## config.mk

```make
export PLATFORM = sky130hd
export DESIGN_NAME = prediction_sequencer_flat
export DESIGN_NICKNAME = d
export VERILOG_FILES = /design/src/rtl/prediction_sequencer_pkg.sv /design/src/rtl/prediction_sequencer_if.sv /design/src/rtl/prediction_sequencer_argmax.sv /design/src/rtl/prediction_sequencer.sv /design/src/flat_wrapper.sv
export SDC_FILE = /design/constraint.sdc
export NUM_CORES = 1
export LEC_CHECK = 0
export BUFFER_PORTS_ARGS = -buffer_cell sky130_fd_sc_hd__buf_2
export CAP_MARGIN = 20
export CORE_MARGIN = 2
export CORE_UTILIZATION = 47
export CTS_CLUSTER_DIAMETER = 40
export CTS_CLUSTER_SIZE = 40
export DETAILED_ROUTE_END_ITERATION = 8
export MAX_ROUTING_LAYER = met4
export PLACE_DENSITY = 0.73
export SYNTH_ARGS = -nofsm -noshare
export SYNTH_HDL_FRONTEND = slang
export SYNTH_SLANG_ARGS = --single-unit
```

## constraint.sdc

```tcl
create_clock -name clk -period 1.9 [get_ports clk]
set_input_delay 0.19 -clock clk [delete_from_list [all_inputs] [get_ports clk]]
set_output_delay 0.19 -clock clk [all_outputs]
set_load 0.1 [all_outputs]
```

## src/rtl/prediction_sequencer_pkg.sv

```systemverilog
// Shared types for the prediction sequencer: FSM state encoding and digit width.
package pred_pkg;
  localparam int STATE_W = 2;
  localparam int DIGIT_W = 4;

  typedef enum logic [STATE_W-1:0] {
    IDLE  = 2'd0,
    READ  = 2'd1,
    DRAIN = 2'd2,
    DONE  = 2'd3
  } state_t;
endpackage

```

## src/rtl/prediction_sequencer_if.sv

```systemverilog
// Activation memory read bus: the sequencer drives strobe/address, memory returns data one cycle later.
interface prediction_sequencer_if #(
  parameter int RESOLUTION = 8
);
  logic                  act_rd_en;
  logic [3:0]            act_addr;
  logic [RESOLUTION-1:0] act_rdata;

  modport master (output act_rd_en, output act_addr, input act_rdata);
  modport slave  (input act_rd_en, input act_addr, output act_rdata);
endinterface

```

## src/rtl/prediction_sequencer_argmax.sv

```systemverilog
// Running argmax; the outputs already include the current data beat so the final beat needs no extra cycle.
module argmax_accum
  import pred_pkg::*;
#(
  parameter int RESOLUTION = 8
) (
  input  logic                  clk,
  input  logic                  reset,
  input  logic                  clear,
  input  logic                  valid,
  input  logic [RESOLUTION-1:0] data,
  input  logic [DIGIT_W-1:0]    idx,
  output logic [RESOLUTION-1:0] max,
  output logic [DIGIT_W-1:0]    max_idx
);

  logic [RESOLUTION-1:0] max_q;
  logic [DIGIT_W-1:0]    idx_q;
  logic                  take;

  // >= so that equal activations hand the win to the later (higher) index
  assign take = valid && (data >= max_q);

  always_comb begin
    max     = take ? data : max_q;
    max_idx = take ? idx  : idx_q;
  end

  always_ff @(posedge clk) begin
    if (reset || clear) begin
      max_q <= '0;
      idx_q <= '0;
    end else begin
      max_q <= max;
      idx_q <= max_idx;
    end
  end

endmodule

```

## src/rtl/prediction_sequencer.sv

```systemverilog
// Scans NEURON_NUMBER activations and reports the argmax digit.
// Define PRED_THRESHOLD_EN to add the registered low_confidence output.
module prediction_sequencer
  import pred_pkg::*;
#(
  parameter int                    NEURON_NUMBER = 10,
  parameter int                    RESOLUTION    = 8,
  parameter logic [RESOLUTION-1:0] THRESHOLD     = 8'd64
) (
  input  logic                      clk,
  input  logic                      reset,
  input  logic                      start,
  input  logic                      abort,
  prediction_sequencer_if.master    act,
  output logic                      busy,
  output logic                      done,
  output logic [DIGIT_W-1:0]        predicted_digit,
`ifdef PRED_THRESHOLD_EN
  output logic                      low_confidence,
`endif
  output logic [RESOLUTION-1:0]     max_activation
);

  localparam logic [DIGIT_W-1:0] LAST_ADDR = DIGIT_W'(NEURON_NUMBER - 1);

  state_t                state, state_next;
  logic                  rd_en;
  logic                  scan_entry;
  logic                  scan_complete;
  logic [DIGIT_W-1:0]    addr_q;
  logic [DIGIT_W-1:0]    data_idx_q;
  logic                  data_valid_q;
  logic [RESOLUTION-1:0] acc_max;
  logic [DIGIT_W-1:0]    acc_idx;

  always_ff @(posedge clk) begin
    if (reset) state <= IDLE;
    else       state <= state_next;
  end

  always_comb begin
    state_next    = state;
    busy          = 1'b1;
    done          = 1'b0;
    rd_en         = 1'b0;
    scan_entry    = 1'b0;
    scan_complete = 1'b0;
    case (state)
      IDLE: begin
        busy = 1'b0;
        if (start) begin
          state_next = READ;
          scan_entry = 1'b1;
        end
      end
      READ: begin
        rd_en = 1'b1;
        if (abort)                   state_next = IDLE;
        else if (addr_q == LAST_ADDR) state_next = DRAIN;
      end
      DRAIN: begin
        if (abort) begin
          state_next = IDLE;
        end else begin
          state_next    = DONE;
          scan_complete = 1'b1;
        end
      end
      DONE: begin
        done       = 1'b1;
        state_next = IDLE;
      end
      default: state_next = IDLE;
    endcase
  end

  assign act.act_rd_en = rd_en;
  assign act.act_addr  = rd_en ? addr_q : '0;

  // Address walks only while staying in READ; any exit rewinds it for the next scan
  always_ff @(posedge clk) begin
    if (reset) begin
      addr_q       <= '0;
      data_valid_q <= 1'b0;
      data_idx_q   <= '0;
    end else begin
      if (state == READ && state_next == READ) addr_q <= addr_q + DIGIT_W'(1);
      else                                     addr_q <= '0;
      data_valid_q <= rd_en;
      data_idx_q   <= addr_q;
    end
  end

  argmax_accum #(.RESOLUTION(RESOLUTION)) u_argmax (
    .clk     (clk),
    .reset   (reset),
    .clear   (scan_entry),
    .valid   (data_valid_q),
    .data    (act.act_rdata),
    .idx     (data_idx_q),
    .max     (acc_max),
    .max_idx (acc_idx)
  );

  // Results load on the DRAIN->DONE edge, i.e. the same edge that raises done
  always_ff @(posedge clk) begin
    if (reset) begin
      predicted_digit <= '0;
      max_activation  <= '0;
`ifdef PRED_THRESHOLD_EN
      low_confidence  <= 1'b0;
`endif
    end else if (scan_complete) begin
      predicted_digit <= acc_idx;
      max_activation  <= acc_max;
`ifdef PRED_THRESHOLD_EN
      low_confidence  <= (acc_max < THRESHOLD);
`endif
    end
  end

endmodule

```

## src/flat_wrapper.sv

```systemverilog
// flat-port wrapper written by rule: the top's interface ports become plain ports
module prediction_sequencer_flat import pred_pkg::*;
#(
  parameter int                    NEURON_NUMBER = 10,
  parameter int                    RESOLUTION    = 8,
  parameter logic [RESOLUTION-1:0] THRESHOLD     = 8'd64
)
  (clk, reset, start, abort, busy, done, predicted_digit, max_activation, act_act_rd_en, act_act_addr, act_act_rdata);
  prediction_sequencer_if #(.RESOLUTION(RESOLUTION)) act_i ();
  input  logic clk;
  input  logic reset;
  input  logic start;
  input  logic abort;
  output logic busy;
  output logic done;
  output logic [DIGIT_W-1:0] predicted_digit;
  output logic [RESOLUTION-1:0] max_activation;
  output wire logic [$bits(act_i.act_rd_en)-1:0] act_act_rd_en;
  output wire logic [$bits(act_i.act_addr)-1:0] act_act_addr;
  input wire logic [$bits(act_i.act_rdata)-1:0] act_act_rdata;
  assign act_act_rd_en = act_i.act_rd_en;
  assign act_act_addr = act_i.act_addr;
  assign act_i.act_rdata = act_act_rdata;
  prediction_sequencer #(.NEURON_NUMBER(NEURON_NUMBER), .RESOLUTION(RESOLUTION), .THRESHOLD(THRESHOLD)) u_core (.clk(clk), .reset(reset), .start(start), .abort(abort), .act(act_i), .busy(busy), .done(done), .predicted_digit(predicted_digit), .max_activation(max_activation));
endmodule
```

Word-level counts from Yosys, hierarchy flattened --
Index checks and enable logic that the tools add are counted.
Word-level totals: register bits after elaboration 35, bits of input ports 12, output and inout bits 19, word-level logic and storage cells 36
Cells by class: $add $sub $neg 1, $lt $le $gt $ge 1, equal/unequal tests 5, multiplexer cells 15, bitwise gates (word level) 1, reductions and logical operators 5
Operator list (count):
- $ge A8 B8 Y1 | 1
- $mux W2 | 4
- $mux W4 | 2
- $mux W8 | 1
- $pmux W2 S4 | 1
- $mux W1 | 7
- $add A4 B1 Y4 const B | 1
- $eq A2 B1 Y1 const B | 2
- $eq A2 B2 Y1 const B | 2
- $eq A4 B4 Y1 const B | 1
- $logic_and A1 B1 Y1 | 2
- $logic_not A2 Y1 | 1
- $reduce_or A2 Y1 | 1
- $logic_or A1 B1 Y1 | 1
- $not A1 Y1 | 1

Longest topological paths before layout --
depth in word-level cells 8, depth in mapped cells 8, depth with buffers taken out 7

Modules after synthesis --
From an unflattened synthesis, not the netlist that was laid out.
Second synthesis, totals: cells, all modules 182, area, all modules 1786.7 um^2
Modules (own cells, without submodules):
- prediction_sequencer | instances 1, cells each 90, area an instance 912.1 um^2, sequential area each 460.4 um^2
- argmax_accum | instances 1, cells each 92, area an instance 874.6 um^2, sequential area each 240.2 um^2

Worst setup path after synthesis --
Ideal clock, no wire load.
path type flip-flop to output port, start point register u_core.state[1], end point output port act_act_addr[0], arrival 1.984 ns, data required time 1.710 ns, slack -0.274 ns, stages on the path, launching flop included 4, path through dfxtp_1 -> nand2b_1 -> inv_1 -> and2_1
On the way: cells in the longest elaborated chain, start to end 3
Ends and longest elaborated chain:
- start, declared | line prediction_sequencer.sv:26 | state_t state, state_next;
- start signal, assigned | line prediction_sequencer.sv:38 | else state <= state_next;
- $eq A2 B1 Y1 | line prediction_sequencer.sv:48 | case (state)
- $mux W1 | line prediction_sequencer.sv:48
- via act_act_rd_en | line flat_wrapper.sv:18 | output wire logic [$bits(act_i.act_rd_en)-1:0] act_act_rd_en;
- $mux W4 | line prediction_sequencer.sv:78 | assign act.act_addr = rd_en ? addr_q : '0;
- end, declared | line flat_wrapper.sv:19 | output wire logic [$bits(act_i.act_addr)-1:0] act_act_addr;
The timed path passes the listed nets, and every way through them passes these cells.

Worst setup path in the final report --
start point register u_core.u_argmax.max_q[5], end point register u_core.max_activation[6]
On the way: cells in the longest elaborated chain, start to end 3
Ends and longest elaborated chain:
- start, declared | line prediction_sequencer_argmax.sv:17 | logic [RESOLUTION-1:0] max_q;
- start signal, assigned | line prediction_sequencer_argmax.sv:34 | max_q <= max;
- $ge A8 B8 Y1 | line prediction_sequencer_argmax.sv:22 | assign take = valid && (data >= max_q);
- $logic_and A1 B1 Y1 | line prediction_sequencer_argmax.sv:22
- $mux W8 | line prediction_sequencer_argmax.sv:25 | max = take ? data : max_q;
- end signal, assigned | line prediction_sequencer.sv:115 | max_activation <= acc_max;
- end, declared | line prediction_sequencer.sv:21 | output logic [RESOLUTION-1:0] max_activation
Every way passes these cells. A chain may end at the register's enable or synchronous reset.

==> results.sh <==
export IMPL_violations="negative setup slack"
export IMPL_antenna_found_initial=0
export IMPL_yosysMostFrequentCell="nor2_1"
export IMPL_final_nets=215
export IMPL_gp_congestion=0.756
export IMPL_io_buffers=30
export IMPL_syn_inst=152
export IMPL_overflow=0
export IMPL_cpPeakStageDelay_ps=350
export IMPL_yosysSeqAreaShare_pct=48.0
export IMPL_vias=1195
export IMPL_synth_edff_count=0
export IMPL_worstHoldEndpoint="u_core.state[1]$_SDFF_PP0_"
export IMPL_yosysWarnings=0
export IMPL_path_class="register to register"
export IMPL_vdd_drop_max_uv=412
export IMPL_fp_row_count=20
export IMPL_async_flop_share_pct=0
export IMPL_post_route_util_pct=65.1
export IMPL_dp_slack_ps=-101
export IMPL_drt_iter0_drc=36
export IMPL_cp_buffers_inverters=2
export IMPL_viasPerCell=5.26
export IMPL_cellPowerDensity_nw_per_um2=696
export IMPL_synthDistinctLibCells=25
export IMPL_skew_ps=7.05
export IMPL_final_hold_viol_count=0
export IMPL_area_delta_synth_final_pct=34.0
export IMPL_core_sq_um=3000
export IMPL_drive_above_1_share_pct=40.2
export IMPL_dp_hpwl_um=1960
export IMPL_syn_area_sq_um=1460
export IMPL_ios=31
export IMPL_cts_tree="done"
export IMPL_firstDrtPassIters=4
export IMPL_syn_nets=174
export IMPL_finalSetupTns_ps=-1470
export IMPL_critPathSlowestCell="dfxtp_2"
export IMPL_rr_endpoint="u_core.max_activation[6]$_SDFFE_PP0P_"
export IMPL_max_freq_mhz=498
export IMPL_grt_pass1_vias=1105
export IMPL_worstPathArrival_ps=2230
export IMPL_cts_max_level=2
export IMPL_start_util_pct=48.6
export IMPL_min_delay_path_depth=2
export IMPL_drt_wl_total_um=3120
export IMPL_end_kind="register"
export IMPL_worstMarginPinSlew_ps=530
export IMPL_rsz0062_at_grt="true"
export IMPL_crit_fanout=8
export IMPL_netlist_area_leader_share_pct=48.0
export IMPL_die_y_um=59.7
export IMPL_placed_cell_area_sq_um=1660
export IMPL_drtAntennaViolNets=0
export IMPL_design_area_sq_um=1950
export IMPL_grt_first_pass_wirelength_um=4770
export IMPL_clkTransAtPathRegs_ps=100
export IMPL_clock_path_buffers=2
export IMPL_instances_no_fill=227
export IMPL_ys_ff_latch=35
export IMPL_finalSetupViolCount=23
export IMPL_min_period_ps=2010
export IMPL_rrSetupSlack_ps=-110
export IMPL_cpLargestDelayFamily="compound AO/OA/AOI/OAI gates"
export IMPL_cap_violations=0
export IMPL_clk_latency_ps=340
export IMPL_crit_chain="inv_2 -> ha_4 -> and3_4 -> a221o_1 -> a22oi_4 -> buf_12 -> mux2i_4 -> a211oi_2"
export IMPL_slew_headroom_pct=64.6
export IMPL_reg2reg_depth=8
export IMPL_critPathLaunchType="register"
export IMPL_numClockSinks=35
export IMPL_wl_per_cell_um=13.8
export IMPL_dieArea_sq_um=3570
export IMPL_rr_startpoint="u_core.u_argmax.max_q[5]$_SDFF_PP0_"
export IMPL_hold_class="input port to register"
export IMPL_outcome="complete, but fails checks"
export IMPL_synth_ff_type="dfxtp_1"
export IMPL_cts_hold_buffers=0
export IMPL_fin_ws_ps=-107
export IMPL_min_from="abort"
export IMPL_root_buffer="clkbuf_4"
export IMPL_slew_violations=0
export IMPL_avgSynthCellArea_sq_um=9.60
export IMPL_fin_crit_sh_pct=106
export IMPL_grt_max_degree=25
export IMPL_whs_ps=56.7
export IMPL_synth_common_cells="nor2_1 (36), dfxtp_1 (35), a211oi_1 (12), mux2i_1 (12), inv_1 (11)"
export IMPL_track_usage_pct=18.8
export IMPL_cts_buffers=5
export IMPL_diodes=0
export IMPL_p_leak_nw=0.831
export IMPL_finalPower_mw=1.36
export IMPL_die_w_um=59.7
export IMPL_yosys_area_top_type="dfxtp_1"
export IMPL_placed_cells=213
export IMPL_fillerInstances=245
export IMPL_critPathRequiredTime_ps=2130
export IMPL_synth_area_leaders="dfxtp_1 (48%), nor2_1 (9.3%), ha_1 (8.6%)"
export IMPL_drc=0
==> cell type report <==
cell class | instances | area (sq um) | area share, %
inverters | 11 | 41.3 | 2.11
flip-flops and latches | 35 | 704 | 36.0
clock buffers | 8 | 68.8 | 3.52
repair buffers | 41 | 249 | 12.7
multi-input cells | 99 | 850 | 43.5
well taps | 33 | 41.3 | 2.11
==> logic make-up (layout without fill, tap and decap cells) <==
group | Yosys count | in the layout | synth area share, %
mux | 12 | 12 | 8.23
buf+inv | 18 | 60 | 5.75
flops | 35 | 35 | 48.0
compound gates | 21 | 21 | 11.5
simple gates | 54 | 54 | 16.7
fa+ha+maj | 10 | 10 | 8.58
xor+xnor | 2 | 2 | 1.20
==> state kept, by name (all words and copies together), names as in the netlist <==
name,cells
u_core.addr_q,4
u_core.data_idx_q,4
u_core.data_valid_q,1
u_core.max_activation,8
u_core.predicted_digit,4
u_core.state,2
u_core.u_argmax.idx_q,4
u_core.u_argmax.max_q,8
==> placed cells by master (no fill, tap or decap), drive strengths merged, types with 2 or more instances in the layout <==
master / count
dfxtp: 35
nor2: 36
o21ai: 2
a21oi: 2
buf: 41
nand2: 3
nor2b: 5
ha: 10
clkbuf: 8
mux2i: 12
and2: 4
nand2b: 2
a211oi: 12
inv: 11
==> report_power, final <==
part	internal, mW	switching [mW]	total [mW]
Combinational	0.0654	0.0949	0.160
Clock	0.218	0.236	0.454
Sequential	0.740	0.00650	0.747
==> worst max path at each step <==
stage / from / to / slack, ps / depth (start not counted)
6_report: u_core.u_argmax.max_q[5]$_SDFF_PP0_ / u_core.max_activation[6]$_SDFFE_PP0P_ / -110 / 8
5_1_grt: u_core.u_argmax.max_q[5]$_SDFF_PP0_ / u_core.u_argmax.max_q[3]$_SDFF_PP0_ / -190 / 8
4_1_cts: u_core.u_argmax.max_q[6]$_SDFF_PP0_ / u_core.max_activation[7]$_SDFFE_PP0P_ / -60 / 8
3_5_place_dp: u_core.u_argmax.max_q[5]$_SDFF_PP0_ / u_core.predicted_digit[2]$_SDFFE_PP0P_ / -100 / 8
3_3_place_gp: u_core.u_argmax.max_q[5]$_SDFF_PP0_ / u_core.predicted_digit[2]$_SDFFE_PP0P_ / -70 / 8
2_1_floorplan: u_core.state[1]$_SDFF_PP0_ / act_act_addr[1] / -30 / 2
==> per-layer routing <==
| metal | up-vias | track usage, % | part of all wire, % |
|---|---|---|---|
| met4 | 0 | 7.62 | 1.2 |
| li1 | 589 | - | - |
| met1 | 565 | 20.3 | 41 |
| met3 | 5 | 5.19 | 5.3 |
| met2 | 36 | 32.1 | 52 |
| met5 | - | - | 0 |
==> what timing repair did <==
action,CTS,global route
resized for setup,21,13
hold endpoints to repair,0,0
setup buffers,3,3
endpoints found under the setup margin,24,24
pin swaps,7,8
Note: power is estimated with default switching activity, not from simulation.
